<file path="config.mk">
export PLATFORM = sky130hd
export DESIGN_NAME = ethernet_slot_control_unit
export DESIGN_NICKNAME = d
export VERILOG_FILES = /design/src/rtl/ethernet_slot_control_unit.sv
export SDC_FILE = /design/constraint.sdc
export NUM_CORES = 1
export LEC_CHECK = 0
export CORE_MARGIN = 10
export CORE_UTILIZATION = 48
export DETAILED_ROUTE_END_ITERATION = 10
export HOLD_SLACK_MARGIN = 0.15
export PLACE_DENSITY = 0.82
export SLEW_MARGIN = 20
export SYNTH_ARGS = -nofsm -noshare
export SYNTH_HDL_FRONTEND = slang
export SYNTH_SLANG_ARGS = --single-unit
</file>
<file path="constraint.sdc">
create_clock -name clk_i -period 4.75 [get_ports clk_i]
set_input_delay 0.7125 -clock clk_i [delete_from_list [all_inputs] [get_ports clk_i]]
set_output_delay 0.7125 -clock clk_i [all_outputs]
set_load 0.01 [all_outputs]
</file>
<file path="src/rtl/ethernet_slot_control_unit.sv">
// Slot bookkeeping for a small MMIO Ethernet MAC: RX fill queue, TX command FIFO,
// event/irq registers and routing of MMIO accesses to the packet buffer.
module ethernet_slot_control_unit #(
    parameter int eth_mtu_p    = 2048,
    parameter int data_width_p = 32,
    parameter int rx_slots_p   = 2,
    parameter int tx_slots_p   = 2,
    localparam int size_width_lp     = $clog2($clog2(data_width_p/8)+1),
    localparam int buf_addr_width_lp = $clog2((rx_slots_p+tx_slots_p)*eth_mtu_p),
    localparam int len_width_lp      = $clog2(eth_mtu_p+1),
    localparam int addr_width_lp     = 16,
    localparam int rx_slot_width_lp  = (rx_slots_p > 1) ? $clog2(rx_slots_p) : 1,
    localparam int tx_slot_width_lp  = (tx_slots_p > 1) ? $clog2(tx_slots_p) : 1
) (
    input  logic                         clk_i,
    input  logic                         reset_i,
    input  logic [addr_width_lp-1:0]     addr_i,
    input  logic                         write_en_i,
    input  logic                         read_en_i,
    input  logic [size_width_lp-1:0]     op_size_i,
    input  logic [data_width_p-1:0]      write_data_i,
    output logic [data_width_p-1:0]      read_data_o,
    output logic                         io_decode_error_o,
    output logic                         buf_rvalid_o,
    output logic [buf_addr_width_lp-1:0] buf_raddr_o,
    output logic [size_width_lp-1:0]     buf_rdata_size_o,
    input  logic [data_width_p-1:0]      buf_rdata_i,
    output logic                         buf_wvalid_o,
    output logic [buf_addr_width_lp-1:0] buf_waddr_o,
    output logic [data_width_p-1:0]      buf_wdata_o,
    output logic [size_width_lp-1:0]     buf_wdata_size_o,
    output logic [rx_slot_width_lp-1:0]  rx_slot_o,
    output logic                         rx_slot_v_o,
    input  logic                         rx_done_i,
    input  logic [len_width_lp-1:0]      rx_len_i,
    output logic                         tx_v_o,
    input  logic                         tx_ready_i,
    output logic [tx_slot_width_lp-1:0]  tx_slot_o,
    output logic [len_width_lp-1:0]      tx_len_o,
    input  logic                         tx_done_i,
    output logic                         irq_o
);
    localparam int rx_cnt_width_lp = $clog2(rx_slots_p+1);
    localparam int tx_cnt_width_lp = $clog2(tx_slots_p+1);
    localparam logic [rx_cnt_width_lp-1:0]  rx_depth_lp  = rx_cnt_width_lp'(rx_slots_p);
    localparam logic [tx_cnt_width_lp-1:0]  tx_depth_lp  = tx_cnt_width_lp'(tx_slots_p);
    localparam logic [rx_slot_width_lp-1:0] rx_last_lp   = rx_slot_width_lp'(rx_slots_p-1);
    localparam logic [tx_slot_width_lp-1:0] tx_last_lp   = tx_slot_width_lp'(tx_slots_p-1);
    localparam logic [addr_width_lp-1:0]    rx_bytes_lp  = addr_width_lp'(rx_slots_p*eth_mtu_p);
    localparam logic [addr_width_lp-1:0]    buf_bytes_lp = addr_width_lp'((rx_slots_p+tx_slots_p)*eth_mtu_p);
    localparam logic [len_width_lp-1:0]     mtu_len_lp   = len_width_lp'(eth_mtu_p);

    logic [rx_slot_width_lp-1:0] r_rx_wr_ptr, r_rx_rd_ptr;
    logic [rx_cnt_width_lp-1:0]  r_rx_count;
    logic [len_width_lp-1:0]     r_rx_len_mem [rx_slots_p];
    logic [31:0]                 r_wr_errors;
    logic                        r_wr_ev_enable, r_rd_ev_enable, r_rd_ev_pending;
    logic [tx_slot_width_lp-1:0] r_rd_slot;
    logic [len_width_lp-1:0]     r_rd_len;
    logic [tx_slot_width_lp-1:0] r_tx_wr_ptr, r_tx_rd_ptr;
    logic [tx_cnt_width_lp-1:0]  r_tx_count;
    logic [tx_slot_width_lp-1:0] r_tx_slot_mem [tx_slots_p];
    logic [len_width_lp-1:0]     r_tx_len_mem [tx_slots_p];
    logic [data_width_p-1:0]     r_read_data;
    logic                        r_buf_rd_pend;
    logic                        r_irq;

    logic       w_is_buf, w_is_rx, w_is_csr, w_csr_readable, w_csr_writable;
    logic [7:0] w_csr_off;
    logic       w_wr_req, w_rd_req, w_wr_err, w_rd_err, w_wr_ok, w_rd_ok, w_csr_we;
    logic       w_rx_empty, w_tx_full, w_rx_push, w_rx_pop, w_rx_drop, w_tx_push, w_tx_pop, w_rd_clear;
    logic [rx_cnt_width_lp-1:0]  w_rx_count_next;
    logic [tx_cnt_width_lp-1:0]  w_tx_count_next;
    logic                        w_wr_en_next, w_rd_en_next, w_rd_pend_next;
    logic [rx_slot_width_lp-1:0] w_rx_wr_inc, w_rx_rd_inc;
    logic [tx_slot_width_lp-1:0] w_tx_wr_inc, w_tx_rd_inc;
    logic [data_width_p-1:0]     w_csr_rdata;

    assign w_is_buf  = addr_i < buf_bytes_lp;
    assign w_is_rx   = addr_i < rx_bytes_lp;
    assign w_is_csr  = addr_i[15:8] == 8'h80;
    assign w_csr_off = addr_i[7:0];

    always_comb begin
        w_csr_readable = 1'b0;
        w_csr_writable = 1'b0;
        case (w_csr_off)
            8'h00, 8'h04, 8'h08, 8'h1C, 8'h20: w_csr_readable = 1'b1;
            8'h10, 8'h14, 8'h24, 8'h28, 8'h30, 8'h34: begin
                w_csr_readable = 1'b1;
                w_csr_writable = 1'b1;
            end
            8'h18:   w_csr_writable = 1'b1;
            default: ;
        endcase
    end

    // A READER_START into a full FIFO is refused like any other illegal access.
    assign w_wr_err = w_is_buf ? w_is_rx
                    : (w_is_csr ? (!w_csr_writable || (w_csr_off == 8'h18 && w_tx_full)) : 1'b1);
    assign w_rd_err = w_is_buf ? !w_is_rx : (w_is_csr ? !w_csr_readable : 1'b1);
    assign w_wr_req = write_en_i && !read_en_i && !reset_i;
    assign w_rd_req = read_en_i && !write_en_i && !reset_i;
    assign w_wr_ok  = w_wr_req && !w_wr_err;
    assign w_rd_ok  = w_rd_req && !w_rd_err;
    assign w_csr_we = w_wr_ok && w_is_csr;
    assign io_decode_error_o = !reset_i && ((read_en_i && write_en_i) ||
                               (w_wr_req && w_wr_err) || (w_rd_req && w_rd_err));

    assign buf_rvalid_o     = w_rd_ok && w_is_buf;
    assign buf_raddr_o      = addr_i[buf_addr_width_lp-1:0];
    assign buf_rdata_size_o = op_size_i;
    assign buf_wvalid_o     = w_wr_ok && w_is_buf;
    assign buf_waddr_o      = addr_i[buf_addr_width_lp-1:0];
    assign buf_wdata_o      = write_data_i;
    assign buf_wdata_size_o = op_size_i;

    assign w_rx_empty  = r_rx_count == '0;
    assign w_tx_full   = r_tx_count == tx_depth_lp;
    assign rx_slot_o   = r_rx_wr_ptr;
    assign rx_slot_v_o = r_rx_count != rx_depth_lp;
    assign tx_v_o      = r_tx_count != '0;
    assign tx_slot_o   = r_tx_slot_mem[r_tx_rd_ptr];
    assign tx_len_o    = r_tx_len_mem[r_tx_rd_ptr];
    assign irq_o       = r_irq;
    assign read_data_o = r_buf_rd_pend ? buf_rdata_i : r_read_data;

    assign w_rx_push  = rx_done_i && rx_slot_v_o;
    assign w_rx_drop  = rx_done_i && !rx_slot_v_o;
    assign w_rx_pop   = w_csr_we && w_csr_off == 8'h10 && write_data_i[0] && !w_rx_empty;
    assign w_tx_push  = w_csr_we && w_csr_off == 8'h18;
    assign w_tx_pop   = tx_v_o && tx_ready_i;
    assign w_rd_clear = w_csr_we && w_csr_off == 8'h30 && write_data_i[0];

    assign w_rx_count_next = r_rx_count + rx_cnt_width_lp'(w_rx_push) - rx_cnt_width_lp'(w_rx_pop);
    assign w_tx_count_next = r_tx_count + tx_cnt_width_lp'(w_tx_push) - tx_cnt_width_lp'(w_tx_pop);
    assign w_wr_en_next    = (w_csr_we && w_csr_off == 8'h14) ? write_data_i[0] : r_wr_ev_enable;
    assign w_rd_en_next    = (w_csr_we && w_csr_off == 8'h34) ? write_data_i[0] : r_rd_ev_enable;
    assign w_rd_pend_next  = tx_done_i || (r_rd_ev_pending && !w_rd_clear);

    assign w_rx_wr_inc = (r_rx_wr_ptr == rx_last_lp) ? '0 : r_rx_wr_ptr + rx_slot_width_lp'(1);
    assign w_rx_rd_inc = (r_rx_rd_ptr == rx_last_lp) ? '0 : r_rx_rd_ptr + rx_slot_width_lp'(1);
    assign w_tx_wr_inc = (r_tx_wr_ptr == tx_last_lp) ? '0 : r_tx_wr_ptr + tx_slot_width_lp'(1);
    assign w_tx_rd_inc = (r_tx_rd_ptr == tx_last_lp) ? '0 : r_tx_rd_ptr + tx_slot_width_lp'(1);

    // RX slots are handed out in order, so the head slot is the read pointer itself.
    always_comb begin
        w_csr_rdata = '0;
        case (w_csr_off)
            8'h00: w_csr_rdata = w_rx_empty ? '0 : data_width_p'(r_rx_rd_ptr);
            8'h04: w_csr_rdata = w_rx_empty ? '0 : data_width_p'(r_rx_len_mem[r_rx_rd_ptr]);
            8'h08: w_csr_rdata = data_width_p'(r_wr_errors);
            8'h10: w_csr_rdata = data_width_p'(!w_rx_empty);
            8'h14: w_csr_rdata = data_width_p'(r_wr_ev_enable);
            8'h1C: w_csr_rdata = data_width_p'(!w_tx_full);
            8'h20: w_csr_rdata = data_width_p'(r_tx_count);
            8'h24: w_csr_rdata = data_width_p'(r_rd_slot);
            8'h28: w_csr_rdata = data_width_p'(r_rd_len);
            8'h30: w_csr_rdata = data_width_p'(r_rd_ev_pending);
            8'h34: w_csr_rdata = data_width_p'(r_rd_ev_enable);
            default: ;
        endcase
    end

    always_ff @(posedge clk_i) begin
        if (w_rx_push) r_rx_len_mem[r_rx_wr_ptr] <= rx_len_i;
        if (w_tx_push) begin
            r_tx_slot_mem[r_tx_wr_ptr] <= r_rd_slot;
            r_tx_len_mem[r_tx_wr_ptr]  <= r_rd_len;
        end
    end

    always_ff @(posedge clk_i or posedge reset_i) begin
        if (reset_i) begin
            r_rx_wr_ptr     <= '0;
            r_rx_rd_ptr     <= '0;
            r_rx_count      <= '0;
            r_wr_errors     <= '0;
            r_wr_ev_enable  <= 1'b0;
            r_rd_ev_enable  <= 1'b0;
            r_rd_ev_pending <= 1'b0;
            r_rd_slot       <= '0;
            r_rd_len        <= '0;
            r_tx_wr_ptr     <= '0;
            r_tx_rd_ptr     <= '0;
            r_tx_count      <= '0;
            r_read_data     <= '0;
            r_buf_rd_pend   <= 1'b0;
            r_irq           <= 1'b0;
        end else begin
            if (w_rx_push) r_rx_wr_ptr <= w_rx_wr_inc;
            if (w_rx_pop)  r_rx_rd_ptr <= w_rx_rd_inc;
            if (w_tx_push) r_tx_wr_ptr <= w_tx_wr_inc;
            if (w_tx_pop)  r_tx_rd_ptr <= w_tx_rd_inc;
            r_rx_count      <= w_rx_count_next;
            r_tx_count      <= w_tx_count_next;
            r_wr_ev_enable  <= w_wr_en_next;
            r_rd_ev_enable  <= w_rd_en_next;
            r_rd_ev_pending <= w_rd_pend_next;
            if (w_rx_drop && r_wr_errors != '1) r_wr_errors <= r_wr_errors + 32'd1;
            if (w_csr_we && w_csr_off == 8'h24) r_rd_slot <= write_data_i[tx_slot_width_lp-1:0] & tx_last_lp;
            if (w_csr_we && w_csr_off == 8'h28)
                r_rd_len <= (write_data_i > data_width_p'(eth_mtu_p)) ? mtu_len_lp : write_data_i[len_width_lp-1:0];
            // Buffer read data is captured one cycle late so it stays visible until the next read.
            r_buf_rd_pend <= buf_rvalid_o;
            if (w_rd_ok && w_is_csr) r_read_data <= w_csr_rdata;
            else if (r_buf_rd_pend)  r_read_data <= buf_rdata_i;
            r_irq <= ((w_rx_count_next != '0) && w_wr_en_next) || (w_rd_pend_next && w_rd_en_next);
        end
    end
endmodule

</file>
Yosys cells after proc, flatten, opt, wreduce, memory -nomap -nowiden
Memories as Yosys holds them, arrays and structs flattened. Index checks and enable logic that the tools add are counted.

Bits in read-only memories: 0. Register bits: 90. Input bits: 101. Memories: 3. Latch bits: 0. Bits in writable memories: 50.

Equal/unequal tests: 15. Reduce and logical (&&, ||, !) cells: 55. Bitwise logic cells: 0. Multiply operators: 0. Order comparisons: 3. $add $sub $neg: 9. Shifts and indexed selects: 0. Div/mod/pow operators: 0. Mux-type cells: 22.

Memory list: r_rx_len_mem (words 2, width 12, rd ports 1, clocked after Yosys merged registers in 0, write ports 1, line 55) `logic [len_width_lp-1:0] r_rx_len_mem [rx_slots_p];`; r_tx_len_mem (words 2, width 12, rd ports 1, clocked after Yosys merged registers in 0, write ports 1, line 63) `logic [len_width_lp-1:0] r_tx_len_mem [tx_slots_p];`; r_tx_slot_mem (words 2, width 1, rd ports 1, clocked after Yosys merged registers in 0, write ports 1, line 62) `logic [tx_slot_width_lp-1:0] r_tx_slot_mem [tx_slots_p];`.

Operators with widths (number): $pmux W32 S11 (1); $mux W32 (2); $eq A8 B6 Y1 const B (5); $add A32 B1 Y32 const B (1); $eq A8 B5 Y1 const B (4); $gt A32 B12 Y1 const B (1); $logic_and A1 B1 Y1 (32); $ne A32 B32 Y1 const B (1); $mux W12 (2); $mux W1 (17); $lt A16 B13 Y1 const B (1); $lt A16 B14 Y1 const B (1); $logic_not A1 Y1 (12); $reduce_or A11 Y1 (1); $eq A8 B3 Y1 const B (1); $eq A8 B4 Y1 const B (1); $eq A8 B8 Y1 const B (1); $logic_not A8 Y1 (1); $reduce_or A7 Y1 (1); $logic_or A1 B1 Y1 (5); $add A1 B1 Y1 const B (4); $add A2 B1 Y2 (2); $reduce_bool A2 Y1 (2); $sub A2 B1 Y2 (2); other kinds (3) (3).

Logic depth before layout (Yosys ltp)
Gate-level depths: netlist (run 1).

Depth after elaboration: 17. Gate-level depth with buffers: 13. Gate-level depth less buffers: 12.

Worst setup path before layout (run 1)
No wires, ideal clock.

Path kind: input to output. From: input port reset_i. To: output port buf_rvalid_o. Data required time: 4038 ps. Data arrival time: 3484 ps. Path buffers: 0. Stages: 3. Path slack: 554 ps. Path through: inv_1 -> nand2_1 -> nor4_1.

Longest elaborated chain between the ends: 4.

RTL lines: from (decl) (line 16) `input logic reset_i,`; $logic_not A1 Y1 (no source line); $logic_and A1 B1 Y1 (line 103) `assign w_rd_req = read_en_i && !write_en_i && !reset_i;`; $logic_and A1 B1 Y1 (line 105) `assign w_rd_ok = w_rd_req && !w_rd_err;`; $logic_and A1 B1 Y1 (line 110) `assign buf_rvalid_o = w_rd_ok && w_is_buf;`; to (decl) (line 24) `output logic buf_rvalid_o,`.

No other way between the ends.

Final worst setup path (run 1)
From: input port addr_i[4]. To: output port io_decode_error_o.

Longest elaborated chain between the ends: 11. Elaborated cells between the ends (all ways): 32. Those cells by class: order compare: 2; eq/ne: 11; mux: 6; reduce/logical: 13.

RTL lines: from (decl) (line 17) `input logic [addr_width_lp-1:0] addr_i,`; $eq A8 B5 Y1, or another cell as far along (line 87) `case (w_csr_off)`; $reduce_or A7 Y1 (no source line); $mux W1 (line 87); $logic_not A1 Y1 (line 100) `: (w_is_csr ? (!w_csr_writable || (w_csr_off == 8'h18 && w_tx_full)) : 1'b1);`; $logic_or A1 B1 Y1 (line 100); $mux W1 (line 100); $mux W1 (line 99) `assign w_wr_err = w_is_buf ? w_is_rx`; $logic_and A1 B1 Y1 (line 108) `(w_wr_req && w_wr_err) || (w_rd_req && w_rd_err));`; $logic_or A1 B1 Y1 (line 107) `assign io_decode_error_o = !reset_i && ((read_en_i && write_en_i) ||`; $logic_or A1 B1 Y1 (*) (line 108); $logic_and A1 B1 Y1 (*) (line 107); to (decl) (line 23) `output logic io_decode_error_o,`.

Every way passes the cells marked *; elsewhere a longest branch is shown, timed or not.

==> results of run 1 <==
[per-layer routing]
layer	routed length, um	share of wire
met1	7660	0.38
met4	364	0.018
met2	10200	0.51
met3	1740	0.087
met5	0	0
[through the flow]
step,hold WS (ns),util,power (uW)
after detailed placement,0.492,0.606,2140
after floorplan,0.456,-,1820
after CTS,0.500,0.642,3350
final,0.498,0.642,3310
after global routing,0.521,0.642,3460
after global placement,0.472,0.606,2110
[state kept, by name, indices dropped and copies added, names as in the netlist, 2 cells and up]
name	count
r_tx_count	2
r_rx_len_mem	24
r_rx_count	2
r_tx_slot_mem	2
r_rd_len	12
r_read_data	32
r_wr_errors	32
r_tx_len_mem	24
[power by group through the flow]
stage / sequential [uW] / combinational [uW] / clock (uW)
CTS: 1490 / 628 / 1230
detailed placement: 1510 / 623 / 0
floorplan: 1470 / 351 / 0
global placement: 1500 / 608 / 0
global route: 1510 / 678 / 1270
finish: 1490 / 618 / 1200
[area by class of cell]
class	instances	share of cell area
multi-input combinational	372	0.289
tap	188	0.0244
sequential	140	0.389
inverter	50	0.0197
clock buffer	19	0.0459
clock inverter	12	0.0102
timing repair buffer	216	0.222
[kinds of logic after synthesis]
logic type	after synthesis	share of synthesized area
compound gates	48	0.0485
xor+xnor	37	0.0444
fa+ha+maj	5	0.00857
buf+inv	137	0.106
flops	140	0.514
mux	93	0.134
simple gates	189	0.145
[cell usage in the layout (no fill, tap or decap), types with 5 or more instances in the layout]
cell and instances:
xnor2_1 30, nor2_1 19, buf_4 8, ha_1 5, inv_1 49, mux2i_1 58, edfxtp_1 50, clkbuf_16 17
clkdlybuf4s50_1 208, and3_1 12, a222oi_1 10, mux2_1 7, xor2_1 7, nand4_1 15, and2_1 7, nand2_1 44
nor4_1 15, mux2_2 28, dfrtp_1 89, nand3_1 29, o21ai_1 12, nor3_1 13
[synthesized netlist by cell type (5+ instances only)]
cell / number / area share
and3_1: 12 / 0.010
nor4_1: 15 / 0.013
mux2_1: 7 / 0.011
buf_2: 8 / 0.0055
nand3_1: 29 / 0.020
buf_4: 64 / 0.066
ha_1: 5 / 0.0086
mux2_2: 28 / 0.043
a222oi_1: 10 / 0.014
clkbuf_1: 11 / 0.0057
and2_1: 7 / 0.0060
nor2_1: 20 / 0.010
dfrtp_1: 90 / 0.31
xnor2_1: 30 / 0.036
edfxtp_1: 50 / 0.21
nor3_1: 13 / 0.0089
mux2i_1: 58 / 0.080
inv_1: 50 / 0.026
nand4_1: 15 / 0.013
o21ai_1: 12 / 0.0082
nand2_1: 44 / 0.023
xor2_1: 7 / 0.0084
[worst paths after layout]
| check | start | end | slack [ns] | cells after the start |
|---|---|---|---|---|
| worst min register to register | r_wr_errors[23] | r_wr_errors[23] | 0.50 | 1 |
| max in group asynchronous | reset_i | r_rd_len[9] | 2.92 | 3 |
| worst min-delay path | r_wr_errors[23] | r_wr_errors[23] | 0.50 | 1 |
| worst max-delay path | addr_i[4] | io_decode_error_o | 0.85 | 7 |
| worst max register to register | r_wr_errors[6] | r_wr_errors[31] | 2.41 | 5 |
| min in group asynchronous | reset_i | r_read_data[0] | 0.76 | 2 |
==> flow_summary_export.csv, run 1 <==
group,metric,value,unit
status,status,"finished, final reports clean",
setup_path,crit_path_top_delay_cell,"clkdlybuf4s50_1",
setup_path,worst_path_largest_cell_delay,0.72,ns
routing,first_iter_violations,376,
power,cellLeakagePower,0.00377,uW
clock_tree,clock_sinks,140,
timing,finalSetupTns,0,ns
floorplan,dieArea,20500,um^2
routing,wirelength,20000,um
setup_path,crit_chain,"clkdlybuf4s50_1 > a21o_1 > a221oi_1 > nand3_1 > a31oi_1 > nor2_1 > clkdlybuf4s50_1",
clock_tree,cts_tree,"done",
layout,regArea,3750,um^2
timing,period_share,0.821,
routing,wl_per_cell,20.0,um
layout,drive_gt1_frac,0.0927,
timing,hold_viol,0,
grt,grt_use_total,0.196,
logic_synthesis,syn_nets,755,
timing,worst_slew_pin_slew,0.901,ns
setup_path,critPathRequiredTime,4.04,ns
logic_synthesis,synth.distinct_cells,57,
grt,grtUsageMet2,0.339,
floorplan,die_h,143,um
timing,rsz0062_at_grt,"false",
timing,final.min_clock_period,3.90,ns
logic_synthesis,ys_async_sr_fraction,0.643,
placement,post_dp_cell_area,9110,um^2
flow_run,cap_viol_max_count,0,
clock_tree,hold_buffers,0,
routing,postRouteAntennaNets,0,
timing,drv_slew,0,
layout,fin_nets,903,
timing,slew_headroom,0.399,
clock_tree,numCtsBuffers,17,
clock_tree,clock_path_buffers,2,
power,peakVddDrop,0.000277,V
power,p_clk_frac,0.363,
setup_path,arrival,3.19,ns
clock_tree,htreeDepth,4,
layout,fillers,1140,
routing,dr.pass1.iters,5,
clock_tree,clkLatencyLatePin,0.42,ns
power,power_frac_seq,0.450,
floorplan,initial_core_util,0.486,
layout,insertedDiodeCount,0,
grt,grt_pass1_wl,31200,um
power,p_int,2450,uW
setup_path,path_common_cell,"clkdlybuf4s50_1",
logic_synthesis,synth_seq_area_share,0.514,
floorplan,rows,45,
grt,overflow,0,
setup_path,critPathCaptureType,"output port",
power,switchingPower,861,uW
floorplan,coreArea,15000,um^2
logic_synthesis,syn_inst,649,
logic_synthesis,ys_warn_count,0,
logic_synthesis,syn_avg_cell_area,11.2,um^2
layout,areaGrowthSynthToFinish,32.2,%
clock_tree,cts-root-buf,"clkbuf_16",
min_path,hold_class,"reg -> reg",
logic_synthesis,synth_seq_cells,140,
power,p_sw_frac,0.260,
grt,grt_max_degree,51,
power,p_comb_frac,0.187,
floorplan,io-pin-count,215,
setup_path,crit_fanout,17,
placement,portBuffers,208,
timing,setup_ws,0.848,ns
layout,design_area,9650,um^2
setup_path,crit_family,"buffers and inverters",
logic_synthesis,yosys_most_used_dff,"dfrtp_1",
placement,pre_cts_slack,0.807,ns
timing,fin_worst_skew,0.00775,ns
floorplan,die_x,143,um
power,power_density,343,nW/um^2
logic_synthesis,synth-edff-count,50,
logic_synthesis,synth_area,7300,um^2
placement,dp_cells,966,
clock_tree,cts_setup_buffers,0,
clock_tree,clkTransAtPathRegs,0.05,ns
routing,vias,5514,
placement,place_hpwl,15600,um
placement,place_congestion,0.810,
grt,antenna_found_initial,0,
setup_path,critPathBufInv,2,
timing,setup_viol,0,
grt,top_usage_layer,"met2",
grt,grt_use_met1,0.217,
layout,multi_input_area,2790,um^2
routing,drc,0,
clock_tree,cts_resized,0,
grt,grt_pass1_vias,5864,
grt,use_met3,0.0729,
routing,vias_per_cell,5.53,
setup_path,path_class,"in -> out",
timing,max_freq,256,MHz
setup_path,cp-start-kind,"input port",
layout,final_cells,997,
(Power assumes the default switching activity.)
==> run 2, diff against run 1 <==
Clock period 4.75 ns to 3.6 ns, I/O delays scaled along.
==> flow_summary_export.csv, run 2 (synthesized netlist as in run 1, its figures left out) <==
group,metric,value,unit
status,status,"finished, final reports clean",
setup_path,crit_path_top_delay_cell,"clkdlybuf4s50_1",
placement,place_congestion,0.847,
layout,drive_gt1_frac,0.117,
setup_path,worst_path_largest_cell_delay,0.60,ns
routing,postRouteAntennaNets,0,
layout,final_cell_mix,"clkdlybuf4s50_1 (208), dfrtp_1 (89), mux2i_1 (58)",
clock_tree,cts_tree,"done",
floorplan,die_x,143,um
clock_tree,hold_buffers,0,
setup_path,critPathBufInv,3,
setup_path,crit_fanout,11,
flow_run,cap_viol_max_count,0,
power,peakVddDrop,0.000403,V
placement,place_hpwl,16100,um
setup_path,crit_family,"buffers and inverters",
layout,regArea,3750,um^2
timing,rsz0062_at_grt,"false",
setup_path,critPathRequiredTime,3.06,ns
power,power_density,463,nW/um^2
clock_tree,cts_setup_buffers,0,
grt,grt_pass1_vias,6027,
timing,max_freq,299,MHz
timing,setup_ws,0.256,ns
routing,vias_per_cell,5.47,
setup_path,critPathCaptureType,"output port",
min_path,min_from,"r_wr_errors[20]",
routing,wl_per_cell,20.6,um
grt,grt_max_degree,67,
timing,drv_slew,0,
setup_path,arrival,2.80,ns
routing,wirelength,20900,um
timing,setup_viol,0,
floorplan,initial_core_util,0.486,
layout,insertedDiodeCount,0,
floorplan,coreArea,15000,um^2
clock_tree,clkTransAtPathRegs,0.05,ns
floorplan,die_h,143,um
layout,fin_nets,922,
routing,drc,0,
grt,grt_pass1_wl,33100,um
floorplan,dieArea,20500,um^2
setup_path,rr_worst_depth,5,
setup_path,r2r-start,"r_wr_errors[6]",
setup_path,cp-start-kind,"input port",
setup_path,r2r-end,"r_wr_errors[31]",
placement,portBuffers,208,
routing,first_iter_violations,376,
routing,vias,5567,
timing,hold_viol,0,
timing,finalSetupTns,0,ns
placement,pre_cts_slack,0.00407,ns
min_path,hold_path_end,"r_wr_errors[20]",
clock_tree,clkLatencyLatePin,0.42,ns
timing,slew_headroom,0.397,
min_path,hold_class,"reg -> reg",
layout,multi_input_area,2780,um^2
grt,grt_use_total,0.209,
routing,dr.pass1.iters,5,
setup_path,r2r_setup_slack,1.30,ns
timing,hold-worst-slack,0.494,ns
clock_tree,numCtsBuffers,17,
clock_tree,cts_resized,0,
layout,reg_top3,"r_read_data (32), r_wr_errors (32)",
grt,overflow,0,
clock_tree,htreeDepth,4,
setup_path,path_class,"in -> out",
power,cellLeakagePower,0.00389,uW
power,power.total,4570,uW
timing,fin_worst_skew,0.00899,ns
setup_path,crit_chain,"clkdlybuf4s50_1 > buf_4 > nor4b_1 > nand3_1 > nand3_1 > a31oi_1 > nor2_1 > clkdlybuf4s50_1",
timing,worst_slew_pin_slew,0.905,ns
layout,layout_commonest_cell,"clkdlybuf4s50_1",
timing,final.min_clock_period,3.34,ns
clock_tree,clock_sinks,140,
grt,antenna_found_initial,0,
floorplan,rows,45,
clock_tree,cts-root-buf,"clkbuf_16",
layout,fillers,1107,
floorplan,io-pin-count,215,
clock_tree,clock_path_buffers,2,
layout,areaGrowthSynthToFinish,35.3,%
timing,period_share,0.929,
min_path,whs_path_depth,1,
## run 2: changes by cell type in the layout (fill, tap and decap cells not counted)
cell	change
clkbuf_8	+1
clkinvlp_4	+4
clkbuf_1	-1
nor2_1	+1
clkinv_1	-2
clkinv_2	-2
buf_12	+1
inv_4	-1
clkbuf_16	+1
clkinv_4	-1
inv_6	+1
nor2_2	-1
bufinv_16	+1
buf_4	+18
## run 2: layout make-up
class	instances	area share
Inverter	50	0.0194
Timing Repair Buffer	235	0.233
Multi-Input combinational cell	372	0.282
Tap cell	188	0.0238
Clock buffer	20	0.0484
Sequential cell	140	0.380
Clock inverter	12	0.0136
## run 2: report_power, final
group | internal [uW] | switching (uW)
clock network | 1100 | 673
registers | 1830 | 132
logic | 459 | 376
total | 3390 | 1180
## run 2: layer usage
metal | up-vias | global-route usage | wire length, um | part of all wire
li1 | 2589 | - | - | -
met1 | 2749 | 0.234 | 8100 | 0.39
met2 | 208 | 0.362 | 10800 | 0.52
met3 | 21 | 0.0795 | 1770 | 0.084
met4 | 0 | 0.0602 | 274 | 0.013
met5 | - | 0 | 0 | 0
## run 2: worst register-to-register path, cell delays in order, from the launching register on
cell,delay [ns]
dfrtp_1,0.46
nand4_1,0.19
nor3_1,0.56
nand2_1,0.33
nor4_1,0.28
mux2_1,0.36
## run 2: through the flow
step / cells / cell area, um^2 / utilization
finish: 1017 / 9870 / 0.657
global route: 1017 / 9870 / 0.657
CTS: 1017 / 9870 / 0.657
detailed placement: 985 / 9260 / 0.616
global placement: 985 / 9260 / 0.616
floorplan: 649 / 7300 / -
## run 2: how the worst max path moves through the flow
| stage | endpoint | from | depth (start not counted) |
|---|---|---|---|
| after floorplan | buf_rvalid_o | reset_i | 3 |
| after global placement | irq_o | addr_i[2] | 13 |
| after detailed placement | irq_o | addr_i[2] | 13 |
| after CTS | io_decode_error_o | addr_i[3] | 8 |
| after global routing | io_decode_error_o | addr_i[3] | 8 |
| final | io_decode_error_o | addr_i[3] | 8 |
